**src/rtl/meas_aggregator.sv**
```systemverilog
// Measurement frame sequencer: on each PWM trigger, runs two ADC1 conversions (pos/neg) and one ADC2 conversion,
// then publishes Vfc = Vpos - Vneg (clamped at 0) and Vout with a one-cycle valid strobe. A watchdog aborts stuck frames.
module meas_aggregator #(
  parameter logic [1:0]  CH_POS         = 2'd0,
  parameter logic [1:0]  CH_NEG         = 2'd2,
  parameter int unsigned TIMEOUT_CYCLES = 65535
) (
  input  logic        clk_i,
  input  logic        rst_ni,
  input  logic        trig_i,
  output logic        adc1_en_o,
  output logic [1:0]  adc1_ch_o,
  input  logic [15:0] adc1_data_i,
  input  logic        adc1_drdy_i,
  output logic        adc2_en_o,
  input  logic [15:0] adc2_data_i,
  input  logic        adc2_drdy_i,
  output logic [15:0] vfc_o,
  output logic [15:0] vout_o,
  output logic        valid_o,
  output logic        busy_o,
  output logic        overrun_o,
  output logic        timeout_o,
  output logic        fault_o
);

  localparam int unsigned CW = $clog2(TIMEOUT_CYCLES + 1);
  localparam logic [CW-1:0] TO_LAST = CW'(TIMEOUT_CYCLES - 1);

  typedef enum logic [2:0] {
    S_IDLE      = 3'd0,
    S_WAIT_POS  = 3'd1,
    S_ISSUE_NEG = 3'd2,
    S_WAIT_NEG  = 3'd3,
    S_PUBLISH   = 3'd4
  } state_t;

  state_t        r_state;
  state_t        w_next;
  logic [CW-1:0] r_cnt;
  logic [15:0]   r_pos;
  logic [15:0]   r_neg;
  logic [15:0]   r_vout_cap;
  logic          r_adc1_done;
  logic          r_adc2_done;
  logic          r_adc1_en;
  logic          r_adc2_en;
  logic [1:0]    r_ch;
  logic [15:0]   r_vfc;
  logic [15:0]   r_vout;
  logic          r_valid;
  logic          r_overrun;
  logic          r_timeout;
  logic          r_fault;

  logic          w_busy;
  logic          w_to_hit;
  logic          w_start;
  logic          w_issue_neg;
  logic          w_cap_pos;
  logic          w_cap_neg;
  logic          w_cap_vout;
  logic          w_publish;
  logic          w_timeout;
  logic          w_overrun;
  logic [15:0]   w_diff;

  assign w_busy   = (r_state != S_IDLE);
  assign w_to_hit = (r_cnt == TO_LAST);
  assign w_diff   = (r_pos >= r_neg) ? (r_pos - r_neg) : 16'd0;

  always_ff @(posedge clk_i or negedge rst_ni) begin
    if (!rst_ni) r_state <= S_IDLE;
    else         r_state <= w_next;
  end

  // Completion is tested before the watchdog so a frame finishing on the last allowed cycle still publishes.
  always_comb begin
    w_next      = r_state;
    w_start     = 1'b0;
    w_issue_neg = 1'b0;
    w_cap_pos   = 1'b0;
    w_cap_neg   = 1'b0;
    w_publish   = 1'b0;
    w_timeout   = 1'b0;
    w_overrun   = trig_i && w_busy;
    w_cap_vout  = adc2_drdy_i && w_busy && !r_adc2_done;
    case (r_state)
      S_IDLE: begin
        if (trig_i) begin
          w_start = 1'b1;
          w_next  = S_WAIT_POS;
        end
      end
      S_WAIT_POS: begin
        if (w_to_hit) begin
          w_timeout = 1'b1;
          w_next    = S_IDLE;
        end else if (adc1_drdy_i) begin
          w_cap_pos = 1'b1;
          w_next    = S_ISSUE_NEG;
        end
      end
      S_ISSUE_NEG: begin
        if (w_to_hit) begin
          w_timeout = 1'b1;
          w_next    = S_IDLE;
        end else begin
          w_issue_neg = 1'b1;
          w_next      = S_WAIT_NEG;
        end
      end
      S_WAIT_NEG: begin
        if (r_adc1_done && r_adc2_done) begin
          w_next = S_PUBLISH;
        end else if (w_to_hit) begin
          w_timeout = 1'b1;
          w_next    = S_IDLE;
        end else if (adc1_drdy_i && !r_adc1_done) begin
          w_cap_neg = 1'b1;
        end
      end
      S_PUBLISH: begin
        w_publish = 1'b1;
        w_next    = S_IDLE;
      end
      default: w_next = S_IDLE;
    endcase
  end

  always_ff @(posedge clk_i or negedge rst_ni) begin
    if (!rst_ni) begin
      r_cnt       <= '0;
      r_pos       <= 16'd0;
      r_neg       <= 16'd0;
      r_vout_cap  <= 16'd0;
      r_adc1_done <= 1'b0;
      r_adc2_done <= 1'b0;
      r_adc1_en   <= 1'b0;
      r_adc2_en   <= 1'b0;
      r_ch        <= CH_POS;
      r_vfc       <= 16'd0;
      r_vout      <= 16'd0;
      r_valid     <= 1'b0;
      r_overrun   <= 1'b0;
      r_timeout   <= 1'b0;
      r_fault     <= 1'b0;
    end else begin
      r_adc1_en <= w_start | w_issue_neg;
      r_adc2_en <= w_start;
      r_valid   <= w_publish;
      r_overrun <= w_overrun;
      r_timeout <= w_timeout;
      if (w_timeout) r_fault <= 1'b1;

      if (w_start) begin
        r_cnt       <= '0;
        r_ch        <= CH_POS;
        r_adc1_done <= 1'b0;
        r_adc2_done <= 1'b0;
      end else if (w_busy) begin
        r_cnt <= r_cnt + CW'(1);
      end

      if (w_cap_pos) begin
        r_pos <= adc1_data_i;
        r_ch  <= CH_NEG;
      end
      if (w_cap_neg) begin
        r_neg       <= adc1_data_i;
        r_adc1_done <= 1'b1;
      end
      if (w_cap_vout) begin
        r_vout_cap  <= adc2_data_i;
        r_adc2_done <= 1'b1;
      end
      if (w_publish) begin
        r_vfc  <= w_diff;
        r_vout <= r_vout_cap;
      end
    end
  end

  assign adc1_en_o = r_adc1_en;
  assign adc2_en_o = r_adc2_en;
  assign adc1_ch_o = r_ch;
  assign vfc_o     = r_vfc;
  assign vout_o    = r_vout;
  assign valid_o   = r_valid;
  assign busy_o    = w_busy;
  assign overrun_o = r_overrun;
  assign timeout_o = r_timeout;
  assign fault_o   = r_fault;

endmodule

```
**config.mk**
```make
export PLATFORM = sky130hd
export DESIGN_NAME = meas_aggregator
export DESIGN_NICKNAME = d
export VERILOG_FILES = /design/src/rtl/meas_aggregator.sv
export SDC_FILE = /design/constraint.sdc
export NUM_CORES = 1
export LEC_CHECK = 0
export ABC_AREA = 1
export BUFFER_PORTS_ARGS = -buffer_cell sky130_fd_sc_hd__buf_2
export CORE_MARGIN = 2
export CORE_UTILIZATION = 45
export DETAILED_ROUTE_END_ITERATION = 6
export MAX_ROUTING_LAYER = met4
export PLACE_DENSITY = 0.68
export SYNTH_ARGS = -nofsm -noshare
export SYNTH_HDL_FRONTEND = slang
export SYNTH_SLANG_ARGS = --single-unit
```
**constraint.sdc**
```tcl
create_clock -name clk_i -period 2.2 [get_ports clk_i]
set_input_delay 0.33 -clock clk_i [delete_from_list [all_inputs] [get_ports clk_i]]
set_output_delay 0.33 -clock clk_i [all_outputs]
set_load 0.1 [all_outputs]
```
### Word level (Yosys, flattened, before mapping)

Index checks and enable logic that the tools add are counted.
Widths: inputs -> output; s select.

* $add $sub $neg: 2
* magnitude comparators: 1
* equal/unequal tests: 8
* multiplexer cells: 30
* bitwise gates (word level): 1
* reductions and logical operators: 15

Operators by type and width (count)
* $mux 16: 3
* $mux 1: 17
* $add 16x1->16 const B: 1
* $eq 16x16->1 const B: 1
* $ge 16x16->1: 1
* $sub 16x16->16: 1
* $mux 3: 5
* $pmux 3 s4: 1
* $reduce_bool 2->1: 4
* $eq 3x2->1 const B: 2
* $mux 2: 3
* $ne 3x3->1 const B: 2
* $logic_and 1x1->1: 5
* $eq 3x1->1 const B: 1
* $eq 3x3->1 const B: 1
* $logic_not 3->1: 1
* $reduce_and 3->1: 1
* $reduce_bool 3->1: 1
* $logic_not 1->1: 2
* $ne 2x2->1 const B: 1
* $pmux 1 s2: 1
* $reduce_or 2->1: 1
* $or 1x1->1: 1

* bits in registers: 109
* logic and storage cells: 73

### Longest topological paths before layout

Gate-level depths: netlist of the first run.

* word-level depth: 7
* mapped depth: 14

### Worst setup path before layout of the first run

OpenSTA, ideal clock, no wires.

* path type: reg2reg
* start point: register r_pos[0]
* end point: register r_vfc[1] (netlist: vfc_o[1])
* setup time: 74 ps
* arrival: 1730 ps
* required time: 2126 ps
* slack: 396 ps
* stages on the path, launching flop included: 14
* clock period less this slack: 1804 ps
* path through: dfrtp_1 -> inv_1 -> ha_1 -> fa_1 -> inv_1 -> nand2_1 -> nand2_1 -> nand3_1 -> nand3_1 -> nand2_1 -> nand2_1 -> nand2_2 -> buf_6 -> o21ai_2

* longest elaborated chain between the ends: 2

RTL lines
* start, declared: RTL line 41 `logic [15:0] r_pos;`
* start signal, assigned: RTL line 166 `r_pos <= adc1_data_i;`
* $sub 16x16->16 / $ge 16x16->1 (equally long branches): RTL line 70 `assign w_diff = (r_pos >= r_neg) ? (r_pos - r_neg) : 16'd0;`
* $mux 16 *: RTL line 70
* end signal, assigned: RTL line 178 `r_vfc <= w_diff;`
* end, declared: RTL line 49 `logic [15:0] r_vfc;`

Mark *: on every way between the ends. The rest lies on a longest branch, timed or not.
A chain may end at the register's enable or synchronous reset.

### Worst setup path in the final report of the first run

* start point: register r_pos[0]
* end point: register r_vfc[12] (netlist: vfc_o[12])

The elaborated chain is that of the path after synthesis.

==> flow_summary.json, run 1 <==
{
  "skew_ps": 12.3,
  "async_reset_ff_frac": 1.00,
  "path_class": "reg -> reg",
  "clkLatencyLatePin_ps": 360,
  "cpLargestDelayFamily": "adder cells",
  "avgSynthCellArea_sq_um": 8.24,
  "max_clock_freq_mhz": 510,
  "syn_to_final_growth_pct": 15.4,
  "firstDrtPassIters": 4,
  "antenna_cells": 0,
  "gp_congestion": 0.851,
  "hold_path_depth": 2,
  "holdPathEnd": "r_vout_cap[8]",
  "required_ps": 2480,
  "reg2reg_slack_ps": 240,
  "worstRegToRegCells": 12,
  "p_leak_nw": 3.60,
  "cts_tree": "done",
  "die_area_sq_um": 13600,
  "hold_violations": 0,
  "dpl_cell_area_sq_um": 6270,
  "cp.buffers_inverters": 2,
  "worst_pin_slew_ps": 594,
  "min_path_type": "in -> reg",
  "ys.flop_type": "dfrtp_1",
  "crit_path_max_incr_delay_ps": 400,
  "arrival_ps": 2240,
  "clkTransAtPathRegs_ps": 70,
  "overflow": 0,
  "design_area_sq_um": 6590,
  "holdCritStartpoint": "adc2_data_i[8]",
  "cts_root_buffer": "clkbuf_16",
  "io_pins": 78,
  "cap_violations": 0,
  "crit_fanout": 13,
  "core_area_sq_um": 12500,
  "drtIter0Drc": 213,
  "timing.critical_path.mode_cell": "nand2_1",
  "crit_path_end_kind": "flop",
  "setup_viol": 0,
  "tns_ps": 0,
  "maxSlewViolCount": 0,
  "final_nets": 829,
  "syn_area_sq_um": 5710,
  "synth_warnings": 0,
  "power.density_nw_per_um2": 1610,
  "wire_per_inst_um": 12.8,
  "io_buffers": 76,
  "final_common_cell": "nand2_1",
  "yosysSeqAreaShare": 0.473,
  "die_h_um": 117,
  "htree_levels": 3,
  "synth_cells": 693,
  "ant_nets": 0,
  "postCtsSetupBuffers": 0,
  "drive_gt1_frac": 0.221,
  "slew_headroom": 0.602,
  "grt_max_degree": 62,
  "grt_pass1_wl_um": 20300,
  "critPathSlowestCell": "fa_1",
  "ys_seq_elements": 108,
  "layout_common_cells": "nand2_1, dfrtp_1, inv_1",
  "clk_path_buf_depth": 2,
  "die_w_um": 117,
  "grt_pass1_vias": 4305,
  "vias": 4598,
  "timing.hold.ws_ps": 184,
  "hpwlAfterDp_um": 9380,
  "post-route-period-util": 0.892,
  "initial_core_util": 0.456,
  "syn-num-nets": 749,
  "routed_wl_um": 12200,
  "setup.worst_path.start": "r_pos[0]",
  "start_kind": "flop",
  "antenna_found_initial": 0,
  "period_minus_slack_ps": 1960,
  "track_usage": 0.197,
  "rows": 41,
  "outcome": "finished, final reports clean",
  "r2r-start": "r_pos[0]",
  "synth.distinct_cells": 39,
  "cts_buffers": 9,
  "synth_edf_count": 0,
  "clock_sinks": 108,
  "peakVddDrop_v": 0.000564,
  "r2r-end": "vfc_o[12]",
  "crit_chain": "inv_1 > ha_1 > fa_1 > inv_1 > nand2_1 > nand2_1 > nand3_1 > nand3_1 > nand2_1 > nand2_1 > nand2_4 > o21ai_2",
  "via_per_inst": 4.84,
  "drc": 0
}
==> power by group <==
| group | switching, mW | internal (mW) | total, mW |
|---|---|---|---|
| logic | 4.28 | 1.55 | 5.84 |
| clock network | 0.716 | 0.916 | 1.63 |
| registers | 0.405 | 2.72 | 3.13 |
| total | 5.40 | 5.19 | 10.6 |
==> area by class of cell <==
type | instances | area, sq um
clock buffers | 11 | 243
clock inverters | 5 | 58.8
fillers | 1203 | 5930
inverters | 94 | 353
multi-input cells | 476 | 2540
flip-flops and latches | 108 | 2700
well taps | 172 | 215
repair buffers | 84 | 470
==> worst max-delay path by stage <==
stage / end / slack [ps] / cells past startpoint
after floorplan: vfc_o[1] / 400 / 13
after global placement: vfc_o[9] / 200 / 12
after detailed placement: vfc_o[7] / 150 / 12
after CTS: vfc_o[7] / 130 / 12
after global routing: vfc_o[2] / -10 / 12
final: vfc_o[12] / 240 / 12
==> cells in the mapped netlist (2+ instances only) <==
cell,number,area [sq um]
mux2_1,7,78.8
a21oi_2,14,123
o21ai_2,10,87.6
buf_2,4,20.0
buf_6,5,56.3
inv_1,88,330
clkbuf_1,3,11.3
nand2_2,21,131
mux2_2,8,90.1
or2_1,2,12.5
ha_1,18,225
nand4_1,9,56.3
nor3_1,11,55.1
nor2_4,4,45.0
dfrtp_1,108,2700
o21ai_0,13,65.1
and2_1,3,18.8
nand3_1,46,230
nand2_1,220,826
nand2_4,2,22.5
nor2_1,46,173
xnor2_1,6,52.6
a21oi_1,19,95.1
o21ai_1,3,15.0
inv_2,5,18.8
nand4_2,2,25.0
nor2_2,4,25.0
==> cells by family after synthesis <==
logic type      share of synthesized area
simple gates                        0.290
compound gates                     0.0699
fa+ha+maj                          0.0429
xor+xnor                           0.0107
other cells                      0.000657
flops                               0.473
mux                                0.0296
buf+inv                            0.0826
==> state kept, by name, summed over array words and instances, names as in the netlist, 3 cells and up <==
signal and cells:
vout_o 16, r_state 3, vfc_o 16, r_neg 16, r_cnt 16, r_pos 16
r_vout_cap 16
==> per-stage QoR <==
stage,util,instances,power (mW),setup slack (ps)
2_1_floorplan,-,693,7.81,396
3_3_place_gp,0.501,933,8.87,204
3_5_place_dp,0.501,933,9.00,149
4_1_cts,0.526,950,10.7,126
5_1_grt,0.526,950,11.4,-14.0
6_report,0.526,950,10.6,239
==> timing repair <==
action	CTS	global route
hold buffers	1	0
resized for setup	0	5
setup endpoints to repair	0	13
hold endpoints to repair	6	0
==> per-layer routing <==
metal / track usage / routed length, um
met5: - / 0
met3: 0.0477 / 690
met4: 0.0627 / 178
met2: 0.283 / 5290
met1: 0.275 / 6040
Power figures use the tool's default switching activity.
==> run 2: changes to the inputs <==
--- a/config.mk
+++ b/config.mk
@@ -8,10 +8,11 @@
 export ABC_AREA = 1
 export BUFFER_PORTS_ARGS = -buffer_cell sky130_fd_sc_hd__buf_2
 export CORE_MARGIN = 2
-export CORE_UTILIZATION = 45
+export CORE_UTILIZATION = 49
 export DETAILED_ROUTE_END_ITERATION = 6
 export MAX_ROUTING_LAYER = met4
-export PLACE_DENSITY = 0.68
+export PLACE_DENSITY = 0.73
+export RECOVER_POWER = 25
 export SYNTH_ARGS = -nofsm -noshare
 export SYNTH_HDL_FRONTEND = slang
 export SYNTH_SLANG_ARGS = --single-unit
==> flow_summary.json, run 2 (same netlist as run 1, synthesis figures left out) <==
{
  "layout_common_cells": "nand2_1, dfrtp_1, inv_1",
  "multi_input_area_sq_um": 2550,
  "vias": 4596,
  "power.density_nw_per_um2": 1610,
  "core_area_sq_um": 11400,
  "ant_nets": 0,
  "die_w_um": 112,
  "grt_max_degree": 52,
  "post-route-period-util": 0.892,
  "clk_path_buf_depth": 2,
  "ctsResizeCount": 0,
  "hpwlAfterDp_um": 9060,
  "period_minus_slack_ps": 1960,
  "cap_violations": 0,
  "crit_fanout": 6,
  "required_ps": 2470,
  "syn_to_final_growth_pct": 14.5,
  "outcome": "finished, final reports clean",
  "grt_pass1_vias": 4573,
  "gp_congestion": 0.894,
  "htree_levels": 3,
  "max_clock_freq_mhz": 510,
  "die_area_sq_um": 12500,
  "setup_viol": 0,
  "grt_pass1_wl_um": 20800,
  "grt_setup_unrepaired": "yes",
  "start_kind": "flop",
  "utilization": 0.572,
  "postCtsSetupBuffers": 0,
  "clkTransAtPathRegs_ps": 70,
  "clock_sinks": 108,
  "arrival_ps": 2230,
  "timing.hold.ws_ps": 194,
  "routed_wl_um": 12000,
  "cts_buffers": 9,
  "initial_core_util": 0.500,
  "cts_root_buffer": "clkbuf_16",
  "cts_tree": "done",
  "design_area_sq_um": 6540,
  "drtIter0Drc": 288,
  "dpl_cell_area_sq_um": 6230,
  "die_h_um": 112,
  "drc": 0,
  "final_nets": 829,
  "antenna_found_initial": 0,
  "cts_hold_buf": 0,
  "io_pins": 78,
  "wire_per_inst_um": 13.0,
  "drive_gt1_frac": 0.225,
  "clkLatencyLatePin_ps": 340,
  "n_fill_cell": 1057,
  "ff_latch_area_sq_um": 2700,
  "skew_ps": 6.19,
  "peakVddDrop_v": 0.000983,
  "firstDrtPassIters": 4,
  "rows": 39,
  "crit_path_end_kind": "flop",
  "antenna_cells": 0,
  "p_total_mw": 10.5,
  "hold_violations": 0,
  "io_buffers": 76,
  "maxSlewViolCount": 0,
  "worst_pin_slew_ps": 1220,
  "via_per_inst": 4.99,
  "p_leak_nw": 3.60,
  "final_common_cell": "nand2_1",
  "overflow": 0,
  "slew_headroom": 0.187,
  "track_usage": 0.207,
  "tns_ps": 0,
  "min_path_type": "in -> reg",
  "path_class": "reg -> reg"
}
==> run 2: final cells by class <==
cell class / instances / share of cell area
clock buffers: 11 / 0.0371
repair buffers: 83 / 0.0681
multi-input cells: 477 / 0.391
well taps: 143 / 0.0274
inverters: 94 / 0.0540
flip-flops and latches: 108 / 0.413
clock inverters: 5 / 0.00919
==> run 2: power by group <==
| group | total (mW) | switching (mW) | internal (mW) |
|---|---|---|---|
| Clock | 1.63 | 0.711 | 0.919 |
| Sequential | 3.13 | 0.405 | 2.72 |
| Combinational | 5.77 | 4.23 | 1.55 |
| Total | 10.5 | 5.34 | 5.18 |
==> run 2: critical path, stage by stage, from the launching register on <==
cell     delay, ps
dfrtp_1        360
inv_1           50
ha_1           210
fa_1           420
inv_2           90
nand2_1         60
nand2_1         60
nand3_1         70
nand3_1         90
nand2_1         90
nand2_2        110
nand2_2        140
o21ai_2        130
==> run 2: final timing paths <==
kind | start | end | slack [ps] | cells past startpoint
min in group asynchronous | rst_ni | vfc_o[15] | 230 | 1
worst min register to register | r_vout_cap[11] | vout_o[11] | 460 | 2
worst max-delay path | r_pos[0] | vfc_o[4] | 240 | 12
worst max register to register | r_pos[0] | vfc_o[4] | 240 | 12
max in group asynchronous | rst_ni | r_pos[3] | 660 | 2
worst min-delay path | adc2_data_i[10] | r_vout_cap[10] | 190 | 2
==> run 2: layer usage <==
layer,track usage,up-vias,wire (um)
met4,0.0748,0,250
li1,-,2342,-
met3,0.0289,19,427
met2,0.322,90,5460
met5,-,-,0
met1,0.279,2145,5880
==> run 2: per-stage QoR <==
step	setup WS (ps)	instances
after floorplan	396	693
after global placement	199	904
after detailed placement	111	904
after CTS	90.1	920
after global routing	-3.63	921
final	238	921
